<file path="src/rtl/conv_mac_responder_if.sv">
`default_nettype none
// ============================================================================
// Module      : conv_mac_responder_if
// Description : Request/response bundle between the execute stage and the
//               convolution MAC coprocessor.
// Revision    : 1.0 - initial release
// ============================================================================
interface conv_mac_responder_if #(
    parameter int LANES  = 4,
    parameter int DATA_W = 8,
    parameter int CNT_W  = 5
);
    localparam int c_OP_W = LANES * DATA_W;

    logic              req_valid;
    logic              req_ready;
    logic [c_OP_W-1:0] req_a;
    logic [c_OP_W-1:0] req_b;
    logic [31:0]       req_bias;
    logic              req_relu;
    logic              req_last;

    logic              rsp_valid;
    logic              rsp_ready;
    logic [31:0]       rsp_result;
    logic              rsp_overflow;
    logic              rsp_zero;
    logic              rsp_negative;
    logic              rsp_truncated;
    logic [CNT_W-1:0]  rsp_beats;

    logic              busy;

    // Execute-stage side
    modport master (
        output req_valid, req_a, req_b, req_bias, req_relu, req_last, rsp_ready,
        input  req_ready, rsp_valid, rsp_result, rsp_overflow, rsp_zero,
               rsp_negative, rsp_truncated, rsp_beats, busy
    );

    // Coprocessor side
    modport slave (
        input  req_valid, req_a, req_b, req_bias, req_relu, req_last, rsp_ready,
        output req_ready, rsp_valid, rsp_result, rsp_overflow, rsp_zero,
               rsp_negative, rsp_truncated, rsp_beats, busy
    );
endinterface
`default_nettype wire

</file>
<file path="src/rtl/conv_mac_responder.sv">
`default_nettype none
// ============================================================================
// Module      : conv_mac_responder
// Description : int8 dot-product accumulator onto a 32-bit bias, returning a
//               saturated, optionally ReLU'd result with ALU-style flags.
// Revision    : 1.0 - initial release
// ============================================================================
module conv_mac_responder #(
    parameter int LANES     = 4,
    parameter int DATA_W    = 8,
    parameter int ACC_W     = 40,
    parameter int MAX_BEATS = 16
) (
    input  logic                  clk,
    input  logic                  rst_n,
    conv_mac_responder_if.slave   bus
);

    localparam int c_PROD_W = 2 * DATA_W;
    localparam int c_PSUM_W = c_PROD_W + $clog2(LANES);
    localparam int c_CNT_W  = $clog2(MAX_BEATS + 1);

    localparam logic signed [ACC_W-1:0] c_ACC_MAX = {{(ACC_W-32){1'b0}}, 32'h7FFF_FFFF};
    localparam logic signed [ACC_W-1:0] c_ACC_MIN = {{(ACC_W-32){1'b1}}, 32'h8000_0000};

    typedef enum logic [1:0] {
        S_IDLE  = 2'd0,
        S_ACCUM = 2'd1,
        S_FLUSH = 2'd2,
        S_RESP  = 2'd3
    } state_e;

    state_e                     state_q, state_d;
    logic signed [ACC_W-1:0]    acc_q, acc_d;
    logic signed [c_PSUM_W-1:0] psum_q, psum_d;
    logic                       pipe_vld_q, pipe_vld_d;
    logic [c_CNT_W-1:0]         beat_cnt_q, beat_cnt_d;
    logic                       relu_q, relu_d;
    logic                       trunc_q, trunc_d;
    logic                       flush_cnt_q, flush_cnt_d;

    logic                       rsp_valid_q, rsp_valid_d;
    logic [31:0]                rsp_result_q, rsp_result_d;
    logic                       rsp_overflow_q, rsp_overflow_d;
    logic                       rsp_zero_q, rsp_zero_d;
    logic                       rsp_negative_q, rsp_negative_d;
    logic                       rsp_truncated_q, rsp_truncated_d;
    logic [c_CNT_W-1:0]         rsp_beats_q, rsp_beats_d;

    logic                       w_req_ready;
    logic                       w_accept;
    logic signed [c_PROD_W-1:0] w_prod [LANES];
    logic signed [c_PSUM_W-1:0] w_psum;
    logic [31:0]                w_sat;
    logic                       w_ovf;
    logic [31:0]                w_final;

    // Ready is gated by reset so nothing is accepted while it is held.
    assign w_req_ready = rst_n && ((state_q == S_IDLE) || (state_q == S_ACCUM));
    assign w_accept    = bus.req_valid && w_req_ready;

    for (genvar i = 0; i < LANES; i++) begin : g_lane
        assign w_prod[i] = c_PROD_W'($signed(bus.req_a[i*DATA_W +: DATA_W]))
                         * c_PROD_W'($signed(bus.req_b[i*DATA_W +: DATA_W]));
    end

    always_comb begin
        w_psum = '0;
        for (int i = 0; i < LANES; i++) begin
            w_psum = w_psum + c_PSUM_W'(w_prod[i]);
        end
    end

    // Clamp to int32 first, then ReLU; the overflow flag survives ReLU.
    always_comb begin
        w_ovf = 1'b0;
        w_sat = acc_q[31:0];
        if (acc_q > c_ACC_MAX) begin
            w_sat = 32'h7FFF_FFFF;
            w_ovf = 1'b1;
        end else if (acc_q < c_ACC_MIN) begin
            w_sat = 32'h8000_0000;
            w_ovf = 1'b1;
        end
        w_final = (relu_q && w_sat[31]) ? 32'h0 : w_sat;
    end

    always_comb begin
        state_d         = state_q;
        acc_d           = acc_q;
        psum_d          = psum_q;
        pipe_vld_d      = w_accept;
        beat_cnt_d      = beat_cnt_q;
        relu_d          = relu_q;
        trunc_d         = trunc_q;
        flush_cnt_d     = 1'b0;
        rsp_valid_d     = rsp_valid_q;
        rsp_result_d    = rsp_result_q;
        rsp_overflow_d  = rsp_overflow_q;
        rsp_zero_d      = rsp_zero_q;
        rsp_negative_d  = rsp_negative_q;
        rsp_truncated_d = rsp_truncated_q;
        rsp_beats_d     = rsp_beats_q;

        if (pipe_vld_q) begin
            acc_d = acc_q + ACC_W'(psum_q);
        end
        if (w_accept) begin
            psum_d = w_psum;
        end

        unique case (state_q)
            S_IDLE: begin
                if (w_accept) begin
                    acc_d      = ACC_W'($signed(bus.req_bias));
                    relu_d     = bus.req_relu;
                    beat_cnt_d = c_CNT_W'(1);
                    trunc_d    = 1'b0;
                    state_d    = bus.req_last ? S_FLUSH : S_ACCUM;
                end
            end
            S_ACCUM: begin
                if (w_accept) begin
                    beat_cnt_d = beat_cnt_q + c_CNT_W'(1);
                    if (bus.req_last) begin
                        state_d = S_FLUSH;
                    end else if (beat_cnt_d == c_CNT_W'(MAX_BEATS)) begin
                        trunc_d = 1'b1;
                        state_d = S_FLUSH;
                    end
                end
            end
            S_FLUSH: begin
                // Second FLUSH cycle: the final partial sum has landed in acc.
                flush_cnt_d = ~flush_cnt_q;
                if (flush_cnt_q) begin
                    state_d         = S_RESP;
                    rsp_valid_d     = 1'b1;
                    rsp_result_d    = w_final;
                    rsp_overflow_d  = w_ovf;
                    rsp_zero_d      = (w_final == 32'h0);
                    rsp_negative_d  = w_final[31];
                    rsp_truncated_d = trunc_q;
                    rsp_beats_d     = beat_cnt_q;
                end
            end
            S_RESP: begin
                if (bus.rsp_ready) begin
                    rsp_valid_d = 1'b0;
                    state_d     = S_IDLE;
                end
            end
            default: begin
                state_d = S_IDLE;
            end
        endcase
    end

    always_ff @(posedge clk or negedge rst_n) begin
        if (!rst_n) begin
            state_q <= S_IDLE;
        end else begin
            state_q <= state_d;
        end
    end

    always_ff @(posedge clk or negedge rst_n) begin
        if (!rst_n) begin
            acc_q           <= '0;
            psum_q          <= '0;
            pipe_vld_q      <= 1'b0;
            beat_cnt_q      <= '0;
            relu_q          <= 1'b0;
            trunc_q         <= 1'b0;
            flush_cnt_q     <= 1'b0;
            rsp_valid_q     <= 1'b0;
            rsp_result_q    <= '0;
            rsp_overflow_q  <= 1'b0;
            rsp_zero_q      <= 1'b0;
            rsp_negative_q  <= 1'b0;
            rsp_truncated_q <= 1'b0;
            rsp_beats_q     <= '0;
        end else begin
            acc_q           <= acc_d;
            psum_q          <= psum_d;
            pipe_vld_q      <= pipe_vld_d;
            beat_cnt_q      <= beat_cnt_d;
            relu_q          <= relu_d;
            trunc_q         <= trunc_d;
            flush_cnt_q     <= flush_cnt_d;
            rsp_valid_q     <= rsp_valid_d;
            rsp_result_q    <= rsp_result_d;
            rsp_overflow_q  <= rsp_overflow_d;
            rsp_zero_q      <= rsp_zero_d;
            rsp_negative_q  <= rsp_negative_d;
            rsp_truncated_q <= rsp_truncated_d;
            rsp_beats_q     <= rsp_beats_d;
        end
    end

    assign bus.req_ready     = w_req_ready;
    assign bus.rsp_valid     = rsp_valid_q;
    assign bus.rsp_result    = rsp_result_q;
    assign bus.rsp_overflow  = rsp_overflow_q;
    assign bus.rsp_zero      = rsp_zero_q;
    assign bus.rsp_negative  = rsp_negative_q;
    assign bus.rsp_truncated = rsp_truncated_q;
    assign bus.rsp_beats     = rsp_beats_q;
    assign bus.busy          = (state_q != S_IDLE);

endmodule
`default_nettype wire

</file>
<file path="src/flat_wrapper.sv">
// flat-port wrapper written by rule: the top's interface ports become plain ports
module conv_mac_responder_flat 
#(
    parameter int LANES     = 4,
    parameter int DATA_W    = 8,
    parameter int ACC_W     = 40,
    parameter int MAX_BEATS = 16
)
  (clk, rst_n, bus_req_valid, bus_req_a, bus_req_b, bus_req_bias, bus_req_relu, bus_req_last, bus_rsp_ready, bus_req_ready, bus_rsp_valid, bus_rsp_result, bus_rsp_overflow, bus_rsp_zero, bus_rsp_negative, bus_rsp_truncated, bus_rsp_beats, bus_busy);
  conv_mac_responder_if #(.LANES(LANES), .DATA_W(DATA_W)) bus_i ();
  input  logic clk;
  input  logic rst_n;
  input wire logic [$bits(bus_i.req_valid)-1:0] bus_req_valid;
  input wire logic [$bits(bus_i.req_a)-1:0] bus_req_a;
  input wire logic [$bits(bus_i.req_b)-1:0] bus_req_b;
  input wire logic [$bits(bus_i.req_bias)-1:0] bus_req_bias;
  input wire logic [$bits(bus_i.req_relu)-1:0] bus_req_relu;
  input wire logic [$bits(bus_i.req_last)-1:0] bus_req_last;
  input wire logic [$bits(bus_i.rsp_ready)-1:0] bus_rsp_ready;
  output wire logic [$bits(bus_i.req_ready)-1:0] bus_req_ready;
  output wire logic [$bits(bus_i.rsp_valid)-1:0] bus_rsp_valid;
  output wire logic [$bits(bus_i.rsp_result)-1:0] bus_rsp_result;
  output wire logic [$bits(bus_i.rsp_overflow)-1:0] bus_rsp_overflow;
  output wire logic [$bits(bus_i.rsp_zero)-1:0] bus_rsp_zero;
  output wire logic [$bits(bus_i.rsp_negative)-1:0] bus_rsp_negative;
  output wire logic [$bits(bus_i.rsp_truncated)-1:0] bus_rsp_truncated;
  output wire logic [$bits(bus_i.rsp_beats)-1:0] bus_rsp_beats;
  output wire logic [$bits(bus_i.busy)-1:0] bus_busy;
  assign bus_i.req_valid = bus_req_valid;
  assign bus_i.req_a = bus_req_a;
  assign bus_i.req_b = bus_req_b;
  assign bus_i.req_bias = bus_req_bias;
  assign bus_i.req_relu = bus_req_relu;
  assign bus_i.req_last = bus_req_last;
  assign bus_i.rsp_ready = bus_rsp_ready;
  assign bus_req_ready = bus_i.req_ready;
  assign bus_rsp_valid = bus_i.rsp_valid;
  assign bus_rsp_result = bus_i.rsp_result;
  assign bus_rsp_overflow = bus_i.rsp_overflow;
  assign bus_rsp_zero = bus_i.rsp_zero;
  assign bus_rsp_negative = bus_i.rsp_negative;
  assign bus_rsp_truncated = bus_i.rsp_truncated;
  assign bus_rsp_beats = bus_i.rsp_beats;
  assign bus_busy = bus_i.busy;
  conv_mac_responder #(.LANES(LANES), .DATA_W(DATA_W), .ACC_W(ACC_W), .MAX_BEATS(MAX_BEATS)) u_core (.clk(clk), .rst_n(rst_n), .bus(bus_i));
endmodule
</file>
<file path="config.mk">
export PLATFORM = sky130hd
export DESIGN_NAME = conv_mac_responder_flat
export DESIGN_NICKNAME = d
export VERILOG_FILES = /design/src/rtl/conv_mac_responder_if.sv /design/src/rtl/conv_mac_responder.sv /design/src/flat_wrapper.sv
export SDC_FILE = /design/constraint.sdc
export NUM_CORES = 1
export LEC_CHECK = 0
export ABC_AREA = 1
export BUFFER_PORTS_ARGS = -buffer_cell sky130_fd_sc_hd__buf_4
export CAP_MARGIN = 20
export CELL_PAD_IN_SITES_DETAIL_PLACEMENT = 1
export CELL_PAD_IN_SITES_GLOBAL_PLACEMENT = 1
export CORE_AREA = 2 2 203 205
export DETAILED_ROUTE_END_ITERATION = 6
export DIE_AREA = 0 0 205 207
export HOLD_SLACK_MARGIN = 0.06
export PLACE_DENSITY = 0.94
export SLEW_MARGIN = 0
export SYNTH_ARGS = -nofsm -noshare
export SYNTH_HDL_FRONTEND = slang
export SYNTH_SLANG_ARGS = --single-unit
</file>
<file path="constraint.sdc">
create_clock -name clk -period 5.7 [get_ports clk]
set_clock_uncertainty 0.15 [all_clocks]
set_input_delay 0.285 -clock clk [delete_from_list [all_inputs] [get_ports clk]]
set_output_delay 0.285 -clock clk [all_outputs]
set_load 0.005 [all_outputs]
</file>
After elaboration in Yosys (flattened, before gate mapping)
Index checks and enable logic that the tools add are counted.
{ "word_totals": {"register_bits": 111, "latchBits": 0, "mem_bits_rw": 0, "rom_bits": 0, "input_bits": 102, "output_inout_bits": 44, "word_cells": 81, "n_memories": 0} }
{ "classes": {"addsub": 5, "mul": 4, "div": 0, "n_lt_le_gt_ge": 2, "n_eq_ne": 11, "shifts": 0, "mux": 28, "bitwise": 1, "reduce_logical": 15} }
{ "op_table": {"columns": ["operator", "n"], "rows": [
  ["2-to-1 mux 40 bit", 3],
  ["2-to-1 mux 32 bit", 3],
  ["multiplier 8 x 8 -> 16 bit", 4],
  ["adder 40 x 18 -> 40 bit", 1],
  ["> comparator 40 x 32 -> 1 bit (second input constant)", 1],
  ["less-than comparator 40 x 32 -> 1 bit (second input constant)", 1],
  ["zero test 32 bit", 1],
  ["adder 17 x 16 -> 18 bit", 1],
  ["adder 18 x 16 -> 18 bit", 1],
  ["adder 16 x 16 -> 17 bit", 1],
  ["2-to-1 mux 2 bit", 7],
  ["2-to-1 mux 5 bit", 2],
  ["case mux 5 bit (2 select lines)", 1],
  ["AND reduction 5 bit", 2],
  ["2-to-1 mux 1 bit", 9],
  ["case mux 2 bit (4 select lines)", 1],
  ["!= test 2 x 1 -> 1 bit (second input constant)", 3],
  ["!= test 2 bit (second input constant)", 3],
  ["AND reduction 3 bit", 2],
  ["nonzero test 2 bit", 3],
  ["adder 5 x 1 -> 5 bit (second input constant)", 1],
  ["== test 5 bit (second input constant)", 1],
  ["== test 2 bit (second input constant)", 2],
  ["case mux 1 bit (2 select lines)", 2],
  ["7 further kinds", 10]
]} }

Depth between registers and ports, before layout
{ "depth": {"word_depth": 6, "mapped_depth": 29} }

Least setup slack after synthesis
OpenSTA, ideal clock, no wires.
{ "synth_path": {"path_kind": "input to register", "startpoint": "input port bus_req_b[17]", "endpoint": "register u_core.psum_q[17]", "arrival_ps": 6319, "required_time_ps": 5431, "path_slack_ps": -888, "path_stages": 24, "n_path_buf": 1, "cell_sequence": "clkbuf_1 nand2_1 fa_1 inv_1 fa_1 inv_1 fa_1 inv_1 fa_1 inv_1 fa_1 fa_1 fa_1 inv_1 fa_1 ha_1 a21oi_1 inv_1 a31oi_1 a21boi_0 o21ai_0 nand3b_1 nand3_1 nand2_1"} }
{ "synth_between": {"elab_chain_len": 3} }
{ "synth_lines": {"columns": ["element", "line_no", "source"], "rows": [
  ["from (decl)", "flat_wrapper.sv:15", "input wire logic [$bits(bus_i.req_b)-1:0] bus_req_b;"],
  ["multiplier 8 x 8 -> 16 bit", "conv_mac_responder.sv:64", "* c_PROD_W'($signed(bus.req_b[i*DATA_W +: DATA_W]));"],
  ["adder 17 x 16 -> 18 bit", "conv_mac_responder.sv:70", "w_psum = w_psum + c_PSUM_W'(w_prod[i]);"],
  ["adder 18 x 16 -> 18 bit", "conv_mac_responder.sv:70", null],
  ["to (signal assigned)", "conv_mac_responder.sv:185", "psum_q <= psum_d;"],
  ["to (decl)", "conv_mac_responder.sv:35", "logic signed [c_PSUM_W-1:0] psum_q, psum_d;"]
]} }
Every way passes these cells.
A chain may end at the register's enable or synchronous reset.

Final worst setup path
{ "layout_path": {"startpoint": "input port bus_req_b[31]", "endpoint": "register u_core.psum_q[17]"} }
{ "layout_between": {"elab_chain_len": 2} }
{ "layout_lines": {"columns": ["element", "line_no"], "rows": [
  ["multiplier 8 x 8 -> 16 bit", "conv_mac_responder.sv:64"],
  ["adder 18 x 16 -> 18 bit", "conv_mac_responder.sv:70"]
]} }
Every way passes these cells.

==> flow_summary_export.csv <==
group,metric,value,unit
run_status,outcome,"finished with violations",
run_status,violations,"design-rule violations, negative setup slack",
yosys,synth_top_family_by_area,"adder cells",
grt,grt_pass1_wl,140000,um
timing,maxSlewHeadroom,17.8,%
yosys,synthesis.area,19400,um2
yosys,avgSynthCellArea,7.44,um2
finish,syn_to_final_growth,21.7,%
worst_setup_path,slowest_delay,820,ps
routing,routedWlPerCell,32.6,um
timing,hold_viol_final,0,
timing,setup_slack,-1630,ps
worst_setup_path,cp-startpoint,"bus_req_b[31]",
yosys,synth-seq-cells,110,
yosys,synth_cells,2611,
place,portBuffers,145,
yosys,synth_nets,3173,
worst_setup_path,rr_startpoint,"u_core.state_q[1]",
run,drv_cap,0,
die,start_util,48.1,%
yosys,yosys_most_used_dff,"dfrtp_1",
worst_setup_path,cp_top_family,"adder cells",
routing,first_iter_violations,2705,
worst_setup_path,critPathCaptureType,"flip-flop",
die,die_x,205,um
yosys,synth_cell_type_count,45,
worst_setup_path,slowest_stage,"fa_2",
clock_network,htreeDepth,3,
yosys,synth_top_area_cell,"fa_1",
timing,hold_ws,90.3,ps
yosys,ys_top_cells_by_count,"nand2_1, inv_1, fa_1",
clock_network,clkTransAtPathRegs,90,ps
finish,nets,3420,
yosys,synthSimpleGateAreaFrac,20.6,%
worst_setup_path,cp_max_fo,7,
clock_network,insertion_delay,380,ps
routing,drt-total-wl,111000,um
timing,min_period,7330,ps
min_path,hold_path.class,"input pin to flip-flop",
yosys,synth-compound-area-share,6.60,%
grt,grt_overflow,0,
worst_setup_path,cpMostUsedCell,"fa_2",
yosys,synth_warnings,0,
timing,fmax,136,MHz
worst_setup_path,cp-start-kind,"input pin",
routing,vias_per_cell,6.35,
grt,antenna_found_initial,13,
routing,drtAntennaViolNets,0,
timing,drv_slew,0,
die,io_pins,146,
place,dpl.hpwl,66000,um
die,core_area,40400,um2
grt,first_global_vias,23100,
yosys,synth_top_cells_by_area,"fa_1, dfrtp_1, nand2_1",
clock_network,cts.sinks,110,
grt,track_usage,45.2,%
finish,drive_above_1_share,19.1,%
min_path,worstHoldStart,"bus_req_bias[31]",
grt,grt_start_max_net_pins,66,
clock_network,cts_buffers,9,
yosys,synth_edf_count,0,
die,fp.dieH,207,um
clock_network,clockBufferDepth,2,
clock_network,cts_root_buffer,"clkbuf_16",
timing,tightest_slew,1220,ps
routing,first_pass_iters,7,
yosys,yosys-mux-area-fraction,0,%
die,dieArea,42400,um2
yosys,yosysMostFrequentCell,"nand2_1",
yosys,synth_adder_area_share,42.0,%
yosys,ys_seq_area_share,14.2,%
worst_setup_path,worstPathArrival,7420,ps
worst_setup_path,cp_data_required_time,5790,ps
worst_setup_path,critical_path_class,"input pin to flip-flop",
timing,rsz0062_at_grt,"true",
routing,drc,11,
worst_setup_path,path_buf_inv,9,
yosys,synthXorXnorAreaFrac,1.49,%
yosys,synth_top_area_share,32.9,%
clock_network,cts_tree,"built",
die,row_count,74,
routing,vias,21600,
timing,setup_viol,13,
place,place.gp.congestion,0.953,
timing,period_share,129,%
yosys,async_reset_ff_share,100,%
[layout by cell type, fill, tap and decap left out, drive strengths merged, types with 4 or more instances in the layout]
cell type	synthesis	final
or2	19	19
nor2	141	141
a21boi	4	4
o21ai	123	123
nand3	79	79
clkinv	1	4
xor2	23	23
dfrtp	110	110
nand2	727	727
ha	141	141
inv	676	677
diode	0	9
dlygate4sd3	0	30
nand3b	6	6
o21bai	9	9
a31oi	5	5
buf	16	304
a21oi	73	73
a21o	8	8
nand4	20	20
xnor2	10	10
clkbuf	82	9
fa	319	319
[cell type report]
cell class	instances	area, um2
Fill cell	5010	16700
Multi-Input combinational cell	1726	14500
Timing Repair Buffer	334	2810
Sequential cell	110	2750
Inverter	677	2570
Tap cell	532	666
Clock buffer	9	225
Clock inverter	7	83.8
Antenna cell	9	22.5
[metrics by stage]
step | util [%] | setup TNS [ps] | instance area [um2] | cells | setup slack, ps
global route | 58.5 | -18180 | 23600 | 3397 | -1940
CTS | 57.5 | -4240 | 23200 | 3379 | -590
global placement | 54.6 | -5890 | 22000 | 3314 | -644
floorplan | - | -2010 | 19900 | 2611 | -379
detailed placement | 54.6 | -11210 | 22000 | 3314 | -1160
finish | 58.6 | -16220 | 23600 | 3404 | -1630
[worst paths after layout]
path                                        endpoint  slack, ps  depth (start not counted)
setup / recovery                   u_core.psum_q[17]      -1630                         26
hold / removal                      u_core.acc_q[31]         90                          3
setup reg to reg                    u_core.acc_q[39]       1930                         12
hold reg to reg            u_core.bus.rsp_result[17]        350                          2
max in group asynchronous  u_core.bus.rsp_result[11]       4170                          3
min in group asynchronous           u_core.acc_q[32]        160                          2
[state kept, by name, summed over array words and instances, names as in the netlist]
register,count
u_core.bus.rsp_truncated,1
u_core.bus.rsp_valid,1
u_core.relu_q,1
u_core.bus.rsp_result,31
u_core.state_q,2
u_core.trunc_q,1
u_core.pipe_vld_q,1
u_core.bus.rsp_negative,1
u_core.flush_cnt_q,1
u_core.acc_q,40
u_core.bus.rsp_beats,5
u_core.beat_cnt_q,5
u_core.bus.rsp_zero,1
u_core.bus.rsp_overflow,1
u_core.psum_q,18
[metal layers]
layer / vias up / part of all wire, % / GRT usage (%)
met5: - / 0.45 / 0.346
met4: 16 / 15 / 49.6
met3: 1150 / 13 / 15.6
met2: 2050 / 43 / 73.8
met1: 10300 / 29 / 41.5
li1: 8154 / - / -
[tightest hold or removal path: stages]
cell	delay, ps
buf_4	90
nor2_2	80
a21oi_1	120
[kinds of logic (layout without fill, tap and decap cells)]
kind of cell | after synthesis | in the layout
AND/OR/NAND/NOR | 999 | 999
buffers and inverters | 775 | 1027
adder cells (fa/ha/maj) | 460 | 460
AO/OA/AOI/OAI | 234 | 234
flip-flops | 110 | 110
XOR/XNOR | 33 | 33
other | 0 | 9
[repair_timing]
item                                    CTS  global route
gates cloned                              0             0
hold buffers                             30             0
buffers inserted                         20            16
endpoints found under the setup margin   12            13
hold endpoints to repair                 49             0
pin swaps                                67            63
resized for setup                       131            92
Power is left out: the tool's default activity adds up to more than one toggle a clock period on the data nets, which glitch-free logic cannot reach.
